**src/rtl/bcd_a_bin_2dig_pkg.sv**
```systemverilog
// Shared constants and state encoding for the two-digit BCD to binary converter.
package bcd_a_bin_2dig_pkg;

    localparam int N_DEF       = 6;
    localparam int MAX_VAL_DEF = 59;

    localparam logic [3:0] BCD_LIM = 4'd9;

    typedef enum logic [1:0] {
        IDLE  = 2'd0,
        CHECK = 2'd1,
        SHIFT = 2'd2,
        DONE  = 2'd3
    } state_t;

endpackage

```
**src/rtl/bcd_a_bin_2dig_ajuste_nib.sv**
```systemverilog
// Per-nibble correction for the reverse double-dabble step:
// a nibble that reached 8 or more after the shift gets 3 taken off.
module bcd_ajuste_nib (
    input  logic [3:0] nib_in,
    output logic [3:0] nib_out
);

    assign nib_out = (nib_in >= 4'd8) ? nib_in - 4'd3 : nib_in;

endmodule

```
**src/rtl/bcd_a_bin_2dig.sv**
```systemverilog
// Two-digit BCD to binary converter, one shift per cycle
// (reverse double-dabble), with range check against MAX_VAL.
module bcd_a_bin_2dig
    import bcd_a_bin_2dig_pkg::*;
#(
    parameter int N       = N_DEF,
    parameter int MAX_VAL = MAX_VAL_DEF
) (
    input  logic         clk,
    input  logic         reset,
    input  logic         start,
    input  logic [3:0]   digit1,
    input  logic [3:0]   digit0,
    output logic         busy,
    output logic         done,
    output logic         error,
    output logic [N-1:0] count_bin
);

    localparam logic [N-1:0] MAX_V = N'(MAX_VAL);
    localparam logic [2:0]   LAST  = 3'(N - 1);

    state_t state_q;
    state_t state_d;

    logic [7:0]   bcd_q;
    logic [7:0]   bcd_sh;
    logic [7:0]   bcd_adj;
    logic [N-1:0] res_q;
    logic [N-1:0] res_sh;
    logic [N-1:0] cnt_q;
    logic [2:0]   step_q;
    logic         err_q;
    logic         bad_dig;
    logic         last;
    logic         ovf;

    assign bcd_sh = {1'b0, bcd_q[7:1]};
    assign res_sh = {bcd_q[0], res_q[N-1:1]};

    bcd_ajuste_nib u_nib_hi (
        .nib_in  (bcd_sh[7:4]),
        .nib_out (bcd_adj[7:4])
    );

    bcd_ajuste_nib u_nib_lo (
        .nib_in  (bcd_sh[3:0]),
        .nib_out (bcd_adj[3:0])
    );

    assign bad_dig = (bcd_q[7:4] > BCD_LIM) || (bcd_q[3:0] > BCD_LIM);
    assign last    = (step_q == LAST);
    // Bits left in the BCD register after N shifts are value bits above 2^N.
    assign ovf     = (bcd_adj != 8'd0) || (res_sh > MAX_V);

    always_ff @(posedge clk or negedge reset) begin
        if (!reset) state_q <= IDLE;
        else        state_q <= state_d;
    end

    always_comb begin
        state_d = state_q;
        busy    = 1'b1;
        done    = 1'b0;
        case (state_q)
            IDLE: begin
                busy = 1'b0;
                if (start) state_d = CHECK;
            end
            CHECK: state_d = bad_dig ? DONE : SHIFT;
            SHIFT: if (last) state_d = DONE;
            DONE: begin
                done    = 1'b1;
                state_d = IDLE;
            end
            default: state_d = IDLE;
        endcase
    end

    always_ff @(posedge clk or negedge reset) begin
        if (!reset) begin
            bcd_q  <= 8'd0;
            res_q  <= '0;
            step_q <= 3'd0;
            cnt_q  <= '0;
            err_q  <= 1'b0;
        end else begin
            case (state_q)
                IDLE: begin
                    if (start) begin
                        bcd_q  <= {digit1, digit0};
                        res_q  <= '0;
                        step_q <= 3'd0;
                    end
                end
                CHECK: begin
                    if (bad_dig) err_q <= 1'b1;
                end
                SHIFT: begin
                    bcd_q  <= bcd_adj;
                    res_q  <= res_sh;
                    step_q <= step_q + 3'd1;
                    if (last) begin
                        if (ovf) begin
                            err_q <= 1'b1;
                        end else begin
                            err_q <= 1'b0;
                            cnt_q <= res_sh;
                        end
                    end
                end
                default: ;
            endcase
        end
    end

    assign error     = err_q;
    assign count_bin = cnt_q;

endmodule

```
**config.mk**
```make
export PLATFORM = sky130hd
export DESIGN_NAME = bcd_a_bin_2dig
export DESIGN_NICKNAME = d
export VERILOG_FILES = /design/src/rtl/bcd_a_bin_2dig_pkg.sv /design/src/rtl/bcd_a_bin_2dig_ajuste_nib.sv /design/src/rtl/bcd_a_bin_2dig.sv
export SDC_FILE = /design/constraint.sdc
export NUM_CORES = 1
export LEC_CHECK = 0
export CORE_MARGIN = 5
export CORE_UTILIZATION = 35
export CTS_BUF_LIST = sky130_fd_sc_hd__clkbuf_2
export DETAILED_ROUTE_END_ITERATION = 6
export DONT_BUFFER_PORTS = 1
export PLACE_DENSITY = 0.49
export SYNTH_ARGS = -nofsm -noshare
export SYNTH_HDL_FRONTEND = slang
export SYNTH_SLANG_ARGS = --single-unit
export TNS_END_PERCENT = 30
```
**constraint.sdc**
```tcl
create_clock -name clk -period 1.5 [get_ports clk]
set_input_delay 0.15 -clock clk [delete_from_list [all_inputs] [get_ports clk]]
set_output_delay 0.15 -clock clk [all_outputs]
set_load 0.01 [all_outputs]
```
# Word level (Yosys, flattened, before mapping)
# Cells that the tools add are included.
classes:
  eq_ne: 7
  n_reduce_logical: 10
  n_bitwise: 1
  magnitude_cmp: 5
  n_addsub: 3
  n_mux: 18
ops:
  columns: ["op", "count"]
  rows:
  - ["case mux 8 bit (2 select lines)", 1]
  - ["case mux 6 bit (2 select lines)", 1]
  - ["> comparator 4 bit (second input constant)", 2]
  - ["2-to-1 mux 4 bit", 2]
  - ["2-to-1 mux 8 bit", 1]
  - ["case mux 2 bit (4 select lines)", 1]
  - ["nonzero test 8 bit", 1]
  - ["> comparator 6 bit (second input constant)", 1]
  - ["2-to-1 mux 1 bit", 6]
  - ["2-to-1 mux 6 bit", 1]
  - ["!= test 2 bit (second input constant)", 3]
  - ["case mux 3 bit (2 select lines)", 1]
  - ["AND reduction 3 bit", 2]
  - ["== test 2 bit (second input constant)", 2]
  - ["greater-or-equal comparator 3 x 4 -> 1 bit (second input constant)", 1]
  - ["greater-or-equal comparator 4 bit (second input constant)", 1]
  - ["2-to-1 mux 2 bit", 2]
  - ["AND reduction 2 bit", 2]
  - ["nonzero test 2 bit", 2]
  - ["subtractor 3 x 2 -> 4 bit (second input constant)", 1]
  - ["subtractor 4 x 2 -> 4 bit (second input constant)", 1]
  - ["adder 3 x 1 -> 3 bit (second input constant)", 1]
  - ["== test 3 bit (second input constant)", 1]
  - ["2-to-1 mux 3 bit", 1]
  - ["other kinds (5)", 6]
word_totals:
  inputBits: 11
  wordCells: 50
  regBits: 26
  output_inout_bits: 9

# Depth between registers and ports, before layout
# Gate-level depths: netlist of run 1.
logic_depth:
  ltp_word: 7
  ltp_mapped: 6
  mapped_depth_nobuf: 5

# Modules after synthesis
# From an unflattened synthesis of run 1, not the netlist that was laid out.
unflattened:
  cells_unflattened: 135
  area_unflattened_um2: 1427.6
modules_own_cells:
  columns: ["mod", "n_inst", "area_per_inst_um2", "cells_per_inst", "seq_area_each_um2"]
  rows:
  - ["bcd_a_bin_2dig", 1, 1275.0, 113, 625.6]
  - ["bcd_ajuste_nib", 2, 76.3, 11, 0.0]

# Worst setup path before layout of run 1
# OpenSTA, ideal clock, no wires.
synth_path:
  path_type: "register -> register"
  from: "reg state_q[0]"
  to: "reg bcd_q[1]"
  setup_ns: 0.155
  arrival_ns: 1.406
  path_stages_with_launch: 5
  n_path_buf: 0
  synth_period_minus_slack_ns: 1.561
  slack_ns: -0.061
  required_time_ns: 1.345
  cell_sequence: "dfrtp_1 -> inv_1 -> ha_1 -> mux2i_1 -> a221oi_1"
synth_via:
  elab_chain_cells: 3
  elab_cells_between_ends: 6
  classes_between: "eq/ne (2); mux (1); reduce/logical (3)"
synth_rtl:
  columns: ["item", "line", "rtl"]
  rows:
  - ["from (decl)", "bcd_a_bin_2dig.sv:23", "state_t state_q;"]
  - ["from (signal assigned)", "bcd_a_bin_2dig.sv:58", "else state_q <= state_d;"]
  - ["== test 2 bit or logical NOT 2 bit (tied branches)", "bcd_a_bin_2dig.sv:88", "case (state_q)"]
  - ["nonzero test 2 bit (no source line) or != test 2 bit (tied branches)", null, null]
  - ["AND reduction 2 bit (no source line)", null, null]
  - ["to (signal assigned)", "bcd_a_bin_2dig.sv:91", "bcd_q <= {digit1, digit0};"]
  - ["to (signal assigned)", "bcd_a_bin_2dig.sv:100", "bcd_q <= bcd_adj;"]
  - ["to (decl)", "bcd_a_bin_2dig.sv:26", "logic [7:0] bcd_q;"]
# Several ways; a longest one is shown, not always the timed one.
# A chain may end at the register's enable or synchronous reset.

# Worst setup path in the final report of run 1
layout_path:
  from: "reg state_q[0]"
  to: "reg cnt_q[1] (netlist: count_bin[1])"
layout_via:
  elab_chain_cells: 2
layout_rtl:
  columns: ["item", "line", "rtl"]
  rows:
  - ["== test 2 bit", "bcd_a_bin_2dig.sv:88", null]
  - ["AND reduction 3 bit (no source line)", null, null]
  - ["to (signal assigned)", "bcd_a_bin_2dig.sv:108", "cnt_q <= res_sh;"]
  - ["to (decl)", "bcd_a_bin_2dig.sv:31", "logic [N-1:0] cnt_q;"]
# Every way passes these cells.

==> results of run 1 <==
-- cell families (layout without fill, tap and decap cells) --
logic type,count (synthesis),in the layout,synth area share
and+or+nand+nor,30,30,0.143
muxes,9,9,0.0738
AOI/OAI and AO/OA,34,34,0.181
DFF,25,25,0.467
xor gates and xnor gates,2,2,0.0131
buffers and inverters,14,50,0.0467
adders and majority gates,8,8,0.0748
-- layout make-up --
class | instances | area (µm²) | area share
multi-input combinational | 83 | 719 | 0.406
sequential | 25 | 627 | 0.353
timing repair buffer | 37 | 314 | 0.177
tap | 48 | 60.1 | 0.0339
inverter | 9 | 33.8 | 0.0190
clock buffer | 4 | 20.0 | 0.0113
-- cell usage after synthesis (3+ instances only) --
master,number,area share
nand2_1,5,0.014
a22o_1,5,0.033
mux2_2,7,0.059
o21ai_0,6,0.022
a221oi_1,3,0.020
dfrtp_1,25,0.47
inv_1,9,0.025
ha_1,8,0.075
a21oi_1,7,0.026
nor2_1,7,0.020
-- path summary, 6_finish.rpt --
kind                            start           end  slack [ns]
max in group asynchronous       reset    state_q[1]        1.17
setup reg to reg           state_q[0]  count_bin[1]       -0.11
min in group asynchronous       reset  count_bin[4]        0.17
setup / recovery           state_q[0]  count_bin[1]       -0.11
hold / removal                  start      bcd_q[7]        0.07
hold reg to reg              res_q[1]      res_q[1]        0.56
-- power breakdown --
group          leakage, nW  total (mW)  switching (mW)  internal (mW)
Clock               0.0166       0.286           0.215         0.0703
Combinational        0.472        2.04           0.943           1.10
Sequential           0.316        1.14           0.229          0.911
Total                0.804        3.47            1.39           2.08
-- per-stage QoR --
stage	cells	util	TNS [ns]
after floorplan	122	-	-0.141
after global placement	193	0.429	-1.07
after detailed placement	193	0.429	-1.50
after CTS	205	0.466	-1.49
after global routing	206	0.481	-2.74
final	206	0.481	-0.942
-- layer usage --
metal	part of all wire	GRT usage	up-vias
li1	-	-	521
met1	0.48	0.184	513
met2	0.45	0.205	28
met3	0.040	0.0281	8
met4	0.026	0.0564	0
met5	0	0	-
-- repair_timing --
action	in CTS	in global routing
pin swaps	3	1
cloned	0	0
buffers inserted	3	0
hold endpoints to repair	28	1
gates resized for setup	7	12
hold buffers	5	1
endpoints found under the setup margin	16	26
-- cell usage in the layout, fill, tap and decap left out, drive strengths merged, types with 6 or more instances in the layout --
master / instances
a21oi: 7
ha: 8
o21ai: 6
dfrtp: 25
buf: 32
inv: 9
mux2: 7
nor2: 8
-- flip-flops by register name, indices dropped and copies added (netlist names) --
signal / flops
count_bin: 6
state_q: 2
bcd_q: 8
step_q: 3
error: 1
res_q: 5
-- critical path: stages (launching register included) --
cell and delay, ns:
dfrtp_1 0.45, inv_2 0.09, ha_4 0.13, nor4b_4 0.32, nand4_4 0.21, mux2_4 0.34
==> reports/qor.txt, run 1 <==
Number of port buffers: 0
Seq cells post-synth: 25
Final WL: 3.21 mm
Total power: 3.47 mW
Clock Skew: 0.00317 ns
Total GRT Usage: 0.135
Initial DRC Count: 63
Worst setup SP type: register
Final hold viol count: 0
Reg2Reg Depth: 5
RSZ-0062 raised after global routing: true
Max FO, Critical Path: 6
WL/cell: 15.6 µm
Post-synthesis sequential area ratio: 0.467
Worst Hold Slack: 0.0672 ns
Ys Warns: 0
Die H: 71.8 µm
Initial core utilization: 0.363
Core area: 3690 µm²
DRC: 0
Hold WC Path Type: in -> reg
Final non-filler cell area: 1770 µm²
Top achievable clock speed: 620 MHz
DP Area: 1580 µm²
Routed Antenna Nets: 0
Place WS: -0.198 ns
Worst-Margin Slew: 0.459 ns
Ys flop type: dfrtp_1
Synth Net Count: 141
GPL Wtd Cong: 0.859
Clk buf depth: 2
IO Count: 20
Post-synth EDFFs: 0
GRT Residual Overflow: 0
Unique cell type count in the Yosys netlist: 38
Failing checks: setup timing
Min cycle time layout: 1.61 ns
Crit path capture type: register
Layout area overhead: 32.5%
Final WS setup: -0.113 ns
Sink Count: 25
Antenna violations before repair: 0
Worst skew pair latency: 0.35 ns
Worst-path clk slew: 0.25 ns
Number of global-route vias before repair: 1113
Status: finished with violations
Worst VDD drop: 933 µV
Drt pass-1 iters: 4
Final Setup Violations: 15
Final Max Tran Viols: 0
Max-Cap Viols: 0
Num rows: 22
DR vias/cell: 5.19
Final HPWL DP: 2.40 mm
Static leakage: 0.804 nW
Cts bufs inserted: 3
H-tree depth: 1
First-pass GRT wire length: 5.47 mm
Vias: 1070
Cells after Synth: 122
Layout fillers: 356
Hold path depth: 4
Setup CP Type: reg -> reg
Netlist Area Pre-Place: 1340 µm²
Final #Nets: 178
Die Area: 5160 µm²
Ys async rst share: 1.00
Die width: 71.8 µm
Layout cells sized above 1: 0.386
CTS tree: built
Pwr Density: 1960 nW/µm²
Critical Path RT: 1.78 ns
Ant diodes: 0
Tcrit/Tclk final: 1.08
Rel. slew slack: 0.692
Root Driver: clkbuf_2
Mapped Avg Cell Area: 11.0 µm²
Largest net degree at the start of global routing: 26
Crit path DAT: 1.89 ns
Power figures use the tool's default switching activity.
==> run 2: changes to the inputs <==
Settings changed: REMOVE_ABC_BUFFERS set to 1, SLEW_MARGIN set to 5.
==> run 2 against run 1 <==
  * The run still ends with setup timing left
  * Routed wire length shrank 2.7%
  * Die area is the same
  * Via count grew 1.0%
  * First-iteration DRC count shrank 51%
  * Clock power shrank 5%
  * Power shrank 0.62%
  * Critical path type unchanged
  * Largest cell class unchanged
==> reports/qor.txt, run 2 (synthesis gave the netlist of run 1 again) <==
Number of port buffers: 0 (unchanged)
Cell family with most CP delay: flip-flops
Total GRT Usage: 0.135 (about the same)
Core area: 3690 µm² (unchanged)
Final Setup Violations: 11 (-4)
Min cycle time layout: 1.55 ns (-0.0623 ns)
Num rows: 22 (unchanged)
Routed Antenna Nets: 0 (unchanged)
Most common cell after layout, fill and taps aside: buf_4
Most frequent cells in the layout: 29 x buf_4, 24 x dfrtp_1, 7 x a21oi_1, 7 x nor2_1, 7 x mux2_2
Final WS setup: -0.0505 ns (+0.0623 ns)
Max FO, Critical Path: 6 (unchanged)
Worst skew pair latency: 0.35 ns (about the same)
Die H: 71.8 µm (unchanged)
DRC: 0 (unchanged)
Clock Power Share: 0.079 (-0.003)
Setup CP Type: reg -> reg
Crit-path max cell delay: 0.45 ns (about the same)
Worst-Margin Slew: 0.398 ns (-0.0608 ns)
Rel. slew slack: 0.732 (+0.0407)
Part of the power in registers: 0.331 (+0.003)
Sink Count: 25 (unchanged)
Min-Delay Endpoint: bcd_q[0]
Die width: 71.8 µm (unchanged)
Antenna violations before repair: 0 (unchanged)
Worst VDD drop: 835 µV (-10%)
Final non-filler cell area: 1760 µm² (-0.71%)
Worst-path clk slew: 0.26 ns (about the same)
Crit-path slowest cell: dfrtp_1
Drt pass-1 iters: 4 (unchanged)
Initial DRC Count: 31 (-51%)
Number of flip-flops in the largest register: 8 (unchanged)
CTS tree: built
Final HPWL DP: 2.30 mm (-4.0%)
Total power: 3.45 mW (-0.62%)
Crit path DAT: 1.81 ns (-0.08 ns)
Final hold viol count: 0 (unchanged)
Final #Nets: 177 (-0.56%)
IO Count: 20 (unchanged)
Worst R2R End: count_bin[3]
RSZ-0062 raised after global routing: true
GRT Residual Overflow: 0 (unchanged)
Max-Cap Viols: 0 (unchanged)
Clk buf depth: 2 (unchanged)
Worst R2R Start: state_q[0]
Place WS: -0.151 ns (+0.0471 ns)
Root Driver: clkbuf_2
Top achievable clock speed: 645 MHz (+4.0%)
DP Area: 1570 µm² (-0.63%)
Static leakage: 0.796 nW (-0.99%)
H-tree depth: 1 (unchanged)
Worst setup SP type: register
Largest net degree at the start of global routing: 26 (unchanged)
Pwr Density: 1960 nW/µm² (about the same)
Cts bufs inserted: 3 (unchanged)
Hold WC Path Type: in -> reg
Internal power: 2.08 mW (-0.33%)
Reg2Reg Depth: 5 (unchanged)
Clock Skew: 0.0173 ns (+0.0142 ns)
Initial core utilization: 0.363 (unchanged)
Switching Fraction: 0.398 (-0.00173)
Ant diodes: 0 (unchanged)
Tcrit/Tclk final: 1.03 (-0.0415)
Layout cells sized above 1: 0.376 (-0.0103)
First-pass GRT wire length: 5.51 mm (+0.77%)
Final Max Tran Viols: 0 (unchanged)
Vias: 1081 (+1.0%)
Failing checks: setup timing
Hold path depth: 3 (-1)
Status: finished with violations
Sw power: 1.37 mW (-1.0%)
CP cell instances: inv_2 > ha_4 > nor4b_4 > nand4_4 > mux2_2
WL/cell: 15.2 µm (-2.3%)
Layout area overhead: 31.6%
Crit path capture type: register
Min-delay src: start
Die Area: 5160 µm² (unchanged)
Number of global-route vias before repair: 1143 (+2.7%)
Combinational share of power: 0.590 (about the same)
GPL Wtd Cong: 0.788 (-8.3%)
Crit path buffers/inverters: 1 (unchanged)
Critical Path RT: 1.76 ns (-0.02 ns)
Reg with most FFs: bcd_q
Final WL: 3.13 mm (-2.7%)
R2r setup slk: -0.05 ns (+0.06 ns)
DR vias/cell: 5.27 (+1.5%)
## run 2: layer usage
layer,part of all wire,GRT usage,vias to the layer above
met1,0.45,0.170,540
met4,0.0093,0.0438,0
li1,-,-,513
met3,0.042,0.0266,4
met2,0.50,0.230,24
met5,0,0,-
## run 2: layout make-up
class / count / area (µm²)
Sequential cell: 25 / 627
Tap cell: 48 / 60.1
Inverter: 9 / 36.3
Clock buffer: 3 / 15.0
Multi-Input combinational cell: 83 / 716
Timing Repair Buffer: 36 / 300
Clock inverter: 1 / 7.51
Fill cell: 369 / 1930
## run 2: worst max-delay path by stage
stage	from	end	slack, ns	cells past startpoint
5_1_grt	state_q[0]	count_bin[3]	-0.16	5
3_3_place_gp	state_q[1]	bcd_q[6]	-0.14	7
2_1_floorplan	state_q[0]	bcd_q[4]	-0.38	5
6_report	state_q[0]	count_bin[3]	-0.05	5
3_5_place_dp	state_q[0]	count_bin[2]	-0.15	5
4_1_cts	state_q[0]	count_bin[3]	-0.06	5
## run 2: power groups by stage
stage,Clock (mW),Combinational [mW],Sequential [mW]
floorplan,0,0.947,1.14
global placement,0,1.70,1.14
detailed placement,0,1.75,1.14
CTS,0.288,2.00,1.14
global route,0.310,2.27,1.17
finish,0.271,2.03,1.14
## run 2: tightest hold or removal path, cell delays in order
cell,delay [ns]
nand3b_1,0.07
o21ai_0,0.09
a221oi_1,0.08
## run 2: through the flow
step / instances / setup TNS [ns] / hold WS (ns) / utilization
floorplan: 117 / -5.63 / -0.146 / -
global placement: 192 / -1.22 / -0.145 / 0.426
detailed placement: 192 / -1.79 / -0.145 / 0.426
CTS: 203 / -0.616 / 0.0192 / 0.472
global route: 205 / -1.82 / 0.0187 / 0.478
finish: 205 / -0.304 / 0.0307 / 0.478
## run 2: what timing repair did
item / 4_1_cts / 5_1_grt
pin swaps: 4 / 3
setup buffers: 3 / 2
resized for setup: 17 / 4
hold endpoints to repair: 28 / 0
endpoints found under the setup margin: 24 / 25
hold buffers: 5 / 0
